--- config.mk ---
export PLATFORM = sky130hd
export DESIGN_NAME = ccc_dyncfg_sequencer
export DESIGN_NICKNAME = d
export VERILOG_FILES = /design/src/rtl/ccc_dyncfg_sequencer.sv
export SDC_FILE = /design/constraint.sdc
export NUM_CORES = 1
export LEC_CHECK = 0
export CORE_MARGIN = 2
export CORE_UTILIZATION = 35
export CTS_CLUSTER_DIAMETER = 120
export DETAILED_ROUTE_END_ITERATION = 10
export PLACE_DENSITY = 0.59
export SYNTH_ARGS = -nofsm -noshare
export SYNTH_HDL_FRONTEND = slang
export SYNTH_SLANG_ARGS = --single-unit
--- constraint.sdc ---
create_clock -name i_clk -period 1.9 [get_ports i_clk]
set_input_delay 0.38 -clock i_clk [delete_from_list [all_inputs] [get_ports i_clk]]
set_output_delay 0.38 -clock i_clk [all_outputs]
set_load 0.05 [all_outputs]
--- src/rtl/ccc_dyncfg_sequencer.sv ---
// MSS CCC dynamic-configuration sequencer: serial config load, PLL lock qualification,
// fabric reset control and lock-loss monitoring. Optional SDOUT readback: CCC_CFG_READBACK_EN.
//
// state     | meaning
// ST_IDLE   | waiting for START after reset
// ST_SHIFT  | shifting config word into the CCC (SSHIFT=1, 2 cycles per bit)
// ST_UPDATE | SUPDATE strobe, 2 cycles
// ST_WAIT   | waiting for synced lock, timeout armed
// ST_STABLE | counting consecutive synced-lock-high cycles
// ST_RUN    | locked; fabric reset released, watching for lock loss
// ST_ERROR  | lock timeout or readback mismatch; waits for START
module ccc_dyncfg_sequencer #(
  parameter int CFG_W        = 81,
  parameter int LOCK_TIMEOUT = 65535,
  parameter int LOCK_STABLE  = 1023,
  parameter int CNT_W        = 8
) (
  input  logic             i_clk,
  input  logic             i_rst_n,
  input  logic             i_start,
  input  logic [CFG_W-1:0] i_cfg_word,
  input  logic             i_lock,
  input  logic             i_sdout,
  output logic             o_sclk,
  output logic             o_sdin,
  output logic             o_sshift,
  output logic             o_supdate,
  output logic             o_busy,
  output logic             o_done,
  output logic [1:0]       o_err,
  output logic             o_fab_rstn,
  output logic [CNT_W-1:0] o_loss_cnt
);

  localparam int BIT_W    = (CFG_W > 1) ? $clog2(CFG_W) : 1;
  localparam int TMO_W    = (LOCK_TIMEOUT > 1) ? $clog2(LOCK_TIMEOUT) : 1;
  localparam int STB_W    = (LOCK_STABLE > 2) ? $clog2(LOCK_STABLE - 1) : 1;
  localparam int STB_LOAD = (LOCK_STABLE > 2) ? LOCK_STABLE - 2 : 0;

  localparam logic [BIT_W-1:0] LAST_BIT   = BIT_W'(CFG_W - 1);
  localparam logic [TMO_W-1:0] TMO_LOAD   = TMO_W'(LOCK_TIMEOUT - 1);
  localparam logic [STB_W-1:0] STB_LOAD_V = STB_W'(STB_LOAD);

  typedef enum logic [2:0] {
    ST_IDLE, ST_SHIFT, ST_UPDATE, ST_WAIT, ST_STABLE, ST_RUN, ST_ERROR
  } state_t;

  state_t             r_state, w_state_nxt;
  logic [1:0]         r_sync;
  logic [CFG_W-1:0]   r_shreg, w_shreg_nxt;
  logic [BIT_W-1:0]   r_bit, w_bit_nxt;
  logic               r_phase, w_phase_nxt;
  logic               r_upd, w_upd_nxt;
  logic [TMO_W-1:0]   r_tmo, w_tmo_nxt;
  logic [STB_W-1:0]   r_stb, w_stb_nxt;
  logic [1:0]         r_err, w_err_nxt;
  logic [CNT_W-1:0]   r_loss, w_loss_nxt;
  logic               w_lock_s;
  logic               w_accept;
  logic               w_in_shift;

`ifdef CCC_CFG_READBACK_EN
  logic               r_pass, w_pass_nxt;
  logic [CFG_W-1:0]   r_rb, w_rb_nxt;
`else
  logic               w_unused_sdout;
  assign w_unused_sdout = i_sdout;
`endif

  assign w_lock_s = r_sync[1];

  always_ff @(posedge i_clk or negedge i_rst_n) begin
    if (!i_rst_n) begin
      r_state <= ST_IDLE;
      r_sync  <= '0;
      r_shreg <= '0;
      r_bit   <= '0;
      r_phase <= 1'b0;
      r_upd   <= 1'b0;
      r_tmo   <= '0;
      r_stb   <= '0;
      r_err   <= '0;
      r_loss  <= '0;
`ifdef CCC_CFG_READBACK_EN
      r_pass  <= 1'b0;
      r_rb    <= '0;
`endif
    end else begin
      r_state <= w_state_nxt;
      r_sync  <= {r_sync[0], i_lock};
      r_shreg <= w_shreg_nxt;
      r_bit   <= w_bit_nxt;
      r_phase <= w_phase_nxt;
      r_upd   <= w_upd_nxt;
      r_tmo   <= w_tmo_nxt;
      r_stb   <= w_stb_nxt;
      r_err   <= w_err_nxt;
      r_loss  <= w_loss_nxt;
`ifdef CCC_CFG_READBACK_EN
      r_pass  <= w_pass_nxt;
      r_rb    <= w_rb_nxt;
`endif
    end
  end

  assign w_accept = i_start &&
                    ((r_state == ST_IDLE) || (r_state == ST_RUN) || (r_state == ST_ERROR));

  always_comb begin
    w_state_nxt = r_state;
    w_shreg_nxt = r_shreg;
    w_bit_nxt   = r_bit;
    w_phase_nxt = r_phase;
    w_upd_nxt   = r_upd;
    w_tmo_nxt   = r_tmo;
    w_stb_nxt   = r_stb;
    w_err_nxt   = r_err;
    w_loss_nxt  = r_loss;
`ifdef CCC_CFG_READBACK_EN
    w_pass_nxt  = r_pass;
    w_rb_nxt    = r_rb;
`endif

    case (r_state)
      ST_SHIFT: begin
        w_phase_nxt = ~r_phase;
        if (r_phase) begin
          // Rotate rather than shift so the word is intact again after every pass.
          w_shreg_nxt = {r_shreg[0], r_shreg[CFG_W-1:1]};
`ifdef CCC_CFG_READBACK_EN
          w_rb_nxt = {i_sdout, r_rb[CFG_W-1:1]};
`endif
          if (r_bit == LAST_BIT) begin
            w_bit_nxt = '0;
`ifdef CCC_CFG_READBACK_EN
            if (!r_pass) begin
              w_pass_nxt = 1'b1;
            end else if (w_rb_nxt != w_shreg_nxt) begin
              w_state_nxt = ST_ERROR;
              w_err_nxt   = 2'b10;
            end else begin
              w_state_nxt = ST_UPDATE;
            end
`else
            w_state_nxt = ST_UPDATE;
`endif
          end else begin
            w_bit_nxt = r_bit + 1'b1;
          end
        end
      end
      ST_UPDATE: begin
        w_upd_nxt = ~r_upd;
        if (r_upd) begin
          w_state_nxt = ST_WAIT;
          w_tmo_nxt   = TMO_LOAD;
        end
      end
      ST_WAIT: begin
        // The cycle that first sees lock_s high counts as the first stable cycle.
        if (w_lock_s) begin
          if (LOCK_STABLE <= 1) begin
            w_state_nxt = ST_RUN;
          end else begin
            w_state_nxt = ST_STABLE;
            w_stb_nxt   = STB_LOAD_V;
          end
        end else if (r_tmo == '0) begin
          w_state_nxt = ST_ERROR;
          w_err_nxt   = 2'b01;
        end else begin
          w_tmo_nxt = r_tmo - 1'b1;
        end
      end
      ST_STABLE: begin
        if (!w_lock_s) begin
          w_state_nxt = ST_WAIT;
          w_tmo_nxt   = TMO_LOAD;
        end else if (r_stb == '0) begin
          w_state_nxt = ST_RUN;
        end else begin
          w_stb_nxt = r_stb - 1'b1;
        end
      end
      ST_RUN: begin
        if (!w_lock_s) begin
          w_state_nxt = ST_WAIT;
          w_tmo_nxt   = TMO_LOAD;
          if (r_loss != '1) w_loss_nxt = r_loss + 1'b1;
        end
      end
      default: ;
    endcase

    // START overrides any RUN lock-loss transition; the loss is still counted above.
    if (w_accept) begin
      w_state_nxt = ST_SHIFT;
      w_shreg_nxt = i_cfg_word;
      w_bit_nxt   = '0;
      w_phase_nxt = 1'b0;
      w_upd_nxt   = 1'b0;
      w_err_nxt   = 2'b00;
`ifdef CCC_CFG_READBACK_EN
      w_pass_nxt  = 1'b0;
`endif
    end
  end

  assign w_in_shift = (r_state == ST_SHIFT);
  assign o_sshift   = w_in_shift;
  assign o_sclk     = w_in_shift & r_phase;
  assign o_sdin     = w_in_shift & r_shreg[0];
  assign o_supdate  = (r_state == ST_UPDATE);
  assign o_busy     = !((r_state == ST_IDLE) || (r_state == ST_RUN) || (r_state == ST_ERROR));
  assign o_done     = (r_state == ST_RUN);
  assign o_fab_rstn = (r_state == ST_RUN);
  assign o_err      = r_err;
  assign o_loss_cnt = r_loss;

endmodule
==> results of run 1 <==
[cell usage after synthesis (all sizes together), types with 3 or more instances]
cell | count | area [um^2]
o21ai | 15 | 82.6
buf | 37 | 243
nand4 | 7 | 56.3
nand3 | 19 | 100
and2 | 8 | 51.3
nor3b | 3 | 38.8
xnor2 | 7 | 61.3
clkbuf | 11 | 41.3
or3 | 7 | 43.8
inv | 18 | 67.6
nor4 | 5 | 56.3
ha | 5 | 62.6
a31oi | 88 | 551
nand2 | 183 | 689
nor2 | 98 | 375
a211oi | 7 | 65.1
nor3 | 8 | 56.3
nand2b | 5 | 31.3
dfrtp | 130 | 3250
and3 | 8 | 51.3
mux2i | 4 | 40.0
a21oi | 10 | 61.3
a31o | 4 | 35.0
xor2 | 9 | 78.8
[kinds of logic after synthesis]
kind of cell	Yosys count
buffers and inverters	66
xor gates and xnor gates	16
adders and majority gates	5
DFF	130
and+or+nand+nor	364
other	1
AOI/OAI and AO/OA	146
muxes	6
[critical path, stage by stage (launching register included)]
cell,delay [ns]
dfrtp_2,0.48
nor3b_4,0.24
buf_6,0.13
and2_4,0.14
buf_12,0.13
[stage by stage]
stage	utilization (%)	TNS [ns]	instances	worst slack, ns
final	47.3	-0.0424	1097	-0.0297
after global routing	47.3	-0.313	1097	-0.116
after CTS	46.6	-0.202	1092	-0.0663
after detailed placement	42.7	0	1051	0.0851
after global placement	42.7	0	1051	0.101
after floorplan	-	-0.334	734	-0.0696
[cell type report]
| class | instances | area [um^2] | area share, % |
|---|---|---|---|
| well taps | 234 | 293 | 3.33 |
| clock buffers | 18 | 429 | 4.89 |
| repair buffers | 145 | 1510 | 17.2 |
| clock inverters | 14 | 183 | 2.08 |
| multi-input cells | 538 | 3040 | 34.6 |
| inverters | 18 | 72.6 | 0.826 |
| flip-flops and latches | 130 | 3260 | 37.1 |
[repair_timing]
item                                    CTS  global route
pin swaps                                 3             5
hold endpoints to repair                  7             0
resized for setup                        15            13
endpoints found under the setup margin    7            74
buffers inserted                          8             5
hold buffers                              1             0
gates cloned                              0             1
[metal layers]
metal / up-vias / GRT usage, % / share of wire, %
met5: - / 0 / 0
met4: 0 / 4.42 / 1.2
met3: 13 / 3.63 / 3.9
met2: 84 / 24.1 / 46
met1: 2636 / 21.7 / 49
li1: 2772 / - / -
[registers in the layout, indices dropped and copies added, names as in the netlist]
signal,flops
r_tmo,16
r_shreg,81
o_loss_cnt,8
r_phase,1
r_sync,2
r_state,3
r_upd,1
r_bit,7
o_err,1
r_stb,10
[power breakdown]
group	internal [W]	leakage [nW]	switching (W)
registers	0.00390	1.45	0.000693
clock network	0.00208	0.293	0.00129
logic	0.00238	2.01	0.00290
total	0.00836	3.75	0.00488
[worst max-delay path by stage]
stage,from,to,cells after the start
after global routing,r_state[1],o_sdin,4
after CTS,r_state[2],o_busy,5
after floorplan,r_state[2],o_sclk,5
after detailed placement,r_tmo[9],r_tmo[3],5
after global placement,r_state[2],r_tmo[5],5
final,r_state[1],o_sdin,4
==> impl_metrics.yaml, run 1 <==
status:
  violations: "setup timing"
  result_of_the_run: "finished with violations"
clocking:
  clk_pin_slew_ns: 0.06
  clock_sink_count: 130
  clk_path_buf_depth: 2
  tritoncts_clock_tree: "yes"
  clockRootBuffer: "clkbuf_16"
  cts_htree_levels: 4
  cts-buffers-inserted: 17
  latest_clock_arrival_within_the_worst_skew_pair_ns: 0.42
sta:
  fin_worst_hold_slack_ns: 0.334
  final_min_period_over_clock_period_pct: 102
  final.setup_skew_ns: 0.00731
  report.final.hold_viol_count: 0
  rsz0062_at_grt: "true"
  final-setup-viol-count: 2
  postLayoutSetupSlackWorst_ns: -0.0297
  final-max-slew-violation-count: 0
  fmax_mhz: 518
  min_period_ns: 1.93
placed_design:
  detailedPlacementHpwl_um: 9530
  placedInstanceArea_um2: 7940
  placement.io_buffers: 100
  gp_congestion: 0.769
routing:
  total_iterations_of_the_first_detailed_routing_run: 4
  drtIter0Drc: 332
  drt.antenna.violating_nets: 0
  routedWlPerCell_um: 14.0
  detail_route.wirelength_um: 15400
  vias_per_cell: 5.02
  post-route-drc-count: 0
  vias: 5505
synth:
  synth_top_family_by_area: "simple AND/OR/NAND/NOR gates"
  yosysWarnings: 0
  synth_compound_area_share_pct: 15.5
  post_synth.cell_area_avg_um2: 8.94
  synth_cells: 734
  synth_async_sr_flop_share_pct: 100
  synthDistinctLibCells: 74
  syn_nets: 825
  synthesis_stage_register_bit_count: 130
  synth_xor_xnor_area_share_pct: 2.13
  synth_sequential_area_ratio_pct: 49.6
  synth_flop_cell: "dfrtp_1"
  synth_mux_area_share_pct: 0.953
  number_of_synthesized_flops_with_an_enable_pin: 0
  yosys.area_share.adder_pct: 0.953
  combined_area_of_all_synthesized_cells_um2: 6560
  synth_simple_gate_area_share_pct: 25.5
floorplan:
  rows: 50
  die_x_um: 141
  initial_core_util_pct: 35.3
  chip_height_um: 141
  design.die.area_um2: 19900
  placeableCoreArea_um2: 18600
  io_pins: 103
worst_setup_path:
  setup.worst_path.class: "flop to output port"
  rrSetupSlack_ns: 0.11
  r2r-start: "r_tmo[1]"
  crit-reg2reg-capture: "r_tmo[11]"
  crit_path_start_kind: "flop"
  reg2reg_depth: 4
  path_max_fanout: 6
  cp-end-kind: "output port"
  timing.critical_path.arrival_ns: 1.55
  required_worst_endpoint_ns: 1.52
pwr:
  power_w: 0.0132
  power_leakage_nw: 3.75
  power.density_nw_per_um2: 1510
  max-vdd-ir-drop_uv: 862
grt:
  antenna_found_initial: 0
  grt_util_all_layers_pct: 15.5
  grt_pass1_wl_um: 25100
  grt_pass1_vias: 5153
  globalRoute.totalOverflow: 0
  grt_start_max_net_pins: 120
job:
  max_capacitance_violation_count: 0
cells_and_area:
  mostFrequentLayoutCell: "nand2_1"
  num_antenna_cells: 0
  final_nets: 941
  final_cell_area_um2: 8780
  final_cell_mix: "nand2_1 (181), dfrtp_1 (125), nor2_1 (95), a31oi_1 (87), clkdlybuf4s50_1 (83)"
  layout.filler_cells: 1789
  area_delta_synth_final_pct: 33.8
  drive_gt1_share_pct: 16.2
min_path:
  hp-class: "primary input to asynchronous set/reset pin"
Note: power is estimated with default switching activity, not from simulation.
==> inputs of run 2 (changes only) <==
Settings changed: CORE_UTILIZATION 35 to 54, CTS_CLUSTER_DIAMETER 120 to 60, DONT_BUFFER_PORTS set to 1, PLACE_DENSITY 0.59 to 0.72.
==> impl_metrics.yaml, run 2 (synthesis results as in run 1) <==
status:
  result_of_the_run: "finished with violations"
  violations: "hold timing, setup timing"
cells_and_area:
  final_core_util_pct: 65.5
  final_cell_area_um2: 7830
  final_cell_mix: "nand2_1 (181), dfrtp_1 (126), nor2_1 (96), a31oi_1 (87), buf_4 (38)"
  largestRegisters: "r_shreg: 81 flops, r_tmo: 16 flops, r_stb: 10 flops"
  mostFrequentLayoutCell: "nand2_1"
  top_register: "r_shreg"
  regArea_um2: 3260
  drive_gt1_share_pct: 17.2
  largest_register_ff_count: 81
  num_antenna_cells: 0
  multi_input_area_um2: 3130
  final_nets: 851
  layout.filler_cells: 928
  area_delta_synth_final_pct: 19.3
sta:
  fin_worst_hold_slack_ns: -0.339
  timing.setup.tns_ns: -0.0258
  tightest_slew_ns: 0.517
  final.setup_skew_ns: 0.00605
  min_period_ns: 1.93
  final_min_period_over_clock_period_pct: 101
  rsz0062_at_grt: "true"
  report.final.hold_viol_count: 130
  postLayoutSetupSlackWorst_ns: -0.0258
  final-setup-viol-count: 1
  final-max-slew-violation-count: 0
  max-slew-margin-rel_pct: 65.3
  fmax_mhz: 519
clocking:
  clock_sink_count: 130
  tritoncts_clock_tree: "yes"
  cts-buffers-inserted: 17
  clk_path_buf_depth: 2
  clk_pin_slew_ns: 0.05
  clockRootBuffer: "clkbuf_16"
  cts_hold_buffers: 1
  cts_htree_levels: 4
  latest_clock_arrival_within_the_worst_skew_pair_ns: 0.42
grt:
  antenna_found_initial: 0
  globalRoute.totalOverflow: 0
  grt_pass1_vias: 5212
  grt_pass1_wl_um: 23900
  grt_util_all_layers_pct: 22.8
  grt_start_max_net_pins: 131
placed_design:
  placedInstanceArea_um2: 6840
  detailedPlacementHpwl_um: 8950
  gp_congestion: 0.820
  placement.io_buffers: 0
  dp_slack_ns: 0.0336
worst_setup_path:
  cp-end-kind: "output port"
  cp_slowest_stage_delay_ns: 0.39
  worstPathBufferInverterCount: 3
  crit_path_start_kind: "flop"
  setup.worst_path.class: "flop to output port"
  timing.critical_path.arrival_ns: 1.55
  timing.critical_path.max_delay_family: "flip-flops"
  reg2reg_depth: 8
  crit-reg2reg-capture: "r_stb[8]"
  required_worst_endpoint_ns: 1.52
  rrSetupSlack_ns: 0.05
  cpMostUsedCell: "buf_6"
  crit_path_cell_trace: "buf_6 -> nor3b_4 -> buf_6 -> and2_4 -> buf_12"
  r2r-start: "r_stb[0]"
  cp_slowest_cell: "dfrtp_1"
  path_max_fanout: 3
routing:
  routedWlPerCell_um: 16.0
  vias: 5383
  post-route-drc-count: 0
  total_iterations_of_the_first_detailed_routing_run: 5
  drtIter0Drc: 443
  drt.antenna.violating_nets: 0
  vias_per_cell: 5.85
  detail_route.wirelength_um: 14700
floorplan:
  die_x_um: 114
  placeableCoreArea_um2: 12000
  rows: 40
  io_pins: 103
  chip_height_um: 114
  initial_core_util_pct: 54.9
  design.die.area_um2: 13100
pwr:
  max-vdd-ir-drop_uv: 1320
  power.density_nw_per_um2: 1670
  power_leakage_nw: 3.48
job:
  max_capacitance_violation_count: 0
min_path:
  hp-class: "primary input to asynchronous set/reset pin"
run 2: timing repair:
action	in CTS	in global routing
setup buffers	7	12
gates resized for setup	8	29
endpoints found under the hold margin	131	130
endpoints found under the setup margin	10	30
pin swaps	2	14
run 2: how the worst max path moves through the flow:
stage                from          end  slack [ns]  depth (start not counted)
2_1_floorplan  r_state[2]       o_sclk       -0.07                          5
3_3_place_gp   r_state[2]     r_tmo[5]        0.09                          5
3_5_place_dp   r_state[0]  r_shreg[78]        0.03                          7
4_1_cts        r_state[2]       o_sdin       -0.03                          4
5_1_grt        r_state[0]       o_sdin       -0.09                          5
6_report       r_state[0]       o_sdin       -0.03                          5
run 2: worst reg2reg max path: stages (launching register included):
cell	delay, ns
dfrtp_1	0.41
inv_2	0.10
ha_4	0.15
nor3b_4	0.26
buf_6	0.15
o2111ai_4	0.15
nor4_4	0.30
xnor2_1	0.15
nand2_1	0.07
run 2: final cells by class:
type | instances | share of cell area, %
sequential | 130 | 41.6
multi-input combinational | 538 | 40.0
timing repair buffer | 55 | 6.96
clock buffer | 23 | 6.23
tap | 147 | 2.35
clock inverter | 9 | 1.93
inverter | 18 | 0.926
run 2: per-stage QoR:
stage / hold WS [ns] / total power [W] / cells
after global placement: 0.0888 / 0.00885 / 868
after CTS: -0.355 / 0.0129 / 908
after detailed placement: 0.0887 / 0.00909 / 868
after global routing: -0.369 / 0.0140 / 920
after floorplan: 0.0844 / 0.00809 / 734
final: -0.339 / 0.0131 / 920
run 2: per-layer routing:
layer | global-route usage, % | part of all wire (%) | up-vias | routed length, um
li1 | - | - | 2590 | -
met1 | 29.0 | 42 | 2627 | 6240
met2 | 37.0 | 50 | 148 | 7340
met3 | 7.36 | 6.6 | 18 | 964
met4 | 7.64 | 1.1 | 0 | 167
met5 | 0 | 0 | - | 0
run 2: power breakdown:
part | switching, W | internal [W]
Clock | 0.00118 | 0.00233
Sequential | 0.000672 | 0.00390
Combinational | 0.00289 | 0.00214
Total | 0.00474 | 0.00837
==> inputs of run 3 (changes only) <==
Settings changed: CTS_CLUSTER_SIZE set to 20, RECOVER_POWER set to 50.
==> impl_metrics.yaml, run 3 (synthesis results as in run 1) <==
status:
  result_of_the_run: "finished with violations"
  violations: "hold timing, setup timing"
cells_and_area:
  largestRegisters: "r_shreg: 81 flops, r_tmo: 16 flops, r_stb: 10 flops"
  final_cell_mix: "nand2_1 (181), dfrtp_1 (126), nor2_1 (96), a31oi_1 (87), buf_4 (35)"
  largest_register_ff_count: 81
  regArea_um2: 3260
  layout.filler_cells: 931
  num_antenna_cells: 0
  final_nets: 851
  area_delta_synth_final_pct: 19.2
  mostFrequentLayoutCell: "nand2_1"
  multi_input_area_um2: 3130
  final_cell_area_um2: 7830
  top_register: "r_shreg"
  drive_gt1_share_pct: 17.2
placed_design:
  gp_congestion: 0.820
  dp_slack_ns: 0.0336
  placedInstanceArea_um2: 6840
  placement.io_buffers: 0
  detailedPlacementHpwl_um: 8950
sta:
  fmax_mhz: 519
  tightest_slew_ns: 0.517
  max-slew-margin-rel_pct: 65.3
  min_period_ns: 1.93
  final_min_period_over_clock_period_pct: 101
  postLayoutSetupSlackWorst_ns: -0.0273
  rsz0062_at_grt: "true"
  final.setup_skew_ns: 0.00605
  fin_worst_hold_slack_ns: -0.342
  timing.setup.tns_ns: -0.0273
  final-setup-viol-count: 1
  report.final.hold_viol_count: 130
  final-max-slew-violation-count: 0
worst_setup_path:
  path_max_fanout: 3
  timing.critical_path.arrival_ns: 1.55
  required_worst_endpoint_ns: 1.52
  crit_path_start_kind: "flop"
  setup.worst_path.class: "flop to output port"
  cp-end-kind: "output port"
pwr:
  power_w: 0.0131
  max-vdd-ir-drop_uv: 1320
  power.density_nw_per_um2: 1670
  power_leakage_nw: 3.48
grt:
  grt_pass1_vias: 5212
  grt_start_max_net_pins: 131
  grt_util_all_layers_pct: 22.8
  grt_pass1_wl_um: 23900
  antenna_found_initial: 0
  globalRoute.totalOverflow: 0
clocking:
  clockRootBuffer: "clkbuf_16"
  clk_path_buf_depth: 2
  clk_pin_slew_ns: 0.05
  clock_sink_count: 130
  latest_clock_arrival_within_the_worst_skew_pair_ns: 0.42
  cts-buffers-inserted: 17
  cts_htree_levels: 4
  tritoncts_clock_tree: "yes"
  cts_hold_buffers: 1
routing:
  total_iterations_of_the_first_detailed_routing_run: 5
  vias_per_cell: 5.86
  routedWlPerCell_um: 16.0
  drt.antenna.violating_nets: 0
  drtIter0Drc: 443
  post-route-drc-count: 0
  detail_route.wirelength_um: 14700
  vias: 5388
job:
  max_capacitance_violation_count: 0
min_path:
  hp-class: "primary input to asynchronous set/reset pin"
floorplan:
  io_pins: 103
  placeableCoreArea_um2: 12000
  rows: 40
  initial_core_util_pct: 54.9
  design.die.area_um2: 13100
  chip_height_um: 114
  die_x_um: 114
[run 3: cell types whose count changed in the layout (fill, tap and decap cells not counted)]
| cell | before | now |
|---|---|---|
| clkbuf_2 | 0 | 3 |
| buf_4 | 38 | 35 |
[run 3: metal layers]
| metal | part of all wire, % | vias up | GRT usage (%) |
|---|---|---|---|
| li1 | - | 2590 | - |
| met1 | 42 | 2629 | 29.0 |
| met2 | 50 | 150 | 37.0 |
| met3 | 6.5 | 19 | 7.36 |
| met4 | 1.2 | 0 | 7.64 |
| met5 | 0 | - | 0 |
[run 3: metrics by stage]
| stage | hold slack [ns] | util (%) | instances |
|---|---|---|---|
| floorplan | 0.0844 | - | 734 |
| global placement | 0.0888 | 57.2 | 868 |
| detailed placement | 0.0887 | 57.2 | 868 |
| CTS | -0.355 | 63.2 | 908 |
| global route | -0.369 | 65.4 | 920 |
| finish | -0.342 | 65.4 | 920 |
[run 3: repair_timing]
action	4_1_cts	5_1_grt
hold endpoints to repair	131	130
pin swaps	2	14
resized for setup	8	29
endpoints found under the setup margin	10	30
buffers inserted	7	12
[run 3: final timing paths]
check | from | cells past startpoint | slack, ns | to
min reg2reg | r_sync[0] | 0 | 0.36 | r_sync[1]
max reg2reg | r_stb[0] | 8 | 0.05 | r_stb[8]
min in group i_clk | i_cfg_word[74] | 2 | 0.10 | r_shreg[74]
min | i_rst_n | 0 | -0.34 | r_shreg[43]
max | r_state[0] | 5 | -0.03 | o_sdin
max in group asynchronous | i_rst_n | 0 | 2.07 | r_state[1]
[run 3: layout make-up]
class / instances / share of cell area, %
multi-input combinational: 538 / 40.0
clock inverter: 9 / 1.93
inverter: 18 / 0.927
timing repair buffer: 55 / 6.87
tap: 147 / 2.35
clock buffer: 23 / 6.24
sequential: 130 / 41.6
[run 3: power by group]
| part | switching [W] | total [W] | internal [W] |
|---|---|---|---|
| combinational | 0.00289 | 0.00502 | 0.00214 |
| sequential | 0.000671 | 0.00457 | 0.00390 |
| clock | 0.00119 | 0.00352 | 0.00233 |
| total | 0.00475 | 0.0131 | 0.00836 |
[run 3: critical path, cell delays in order, from the launching register on]
cell	delay [ns]
dfrtp_1	0.39
buf_6	0.12
nor3b_4	0.22
buf_6	0.14
and2_4	0.14
buf_12	0.13
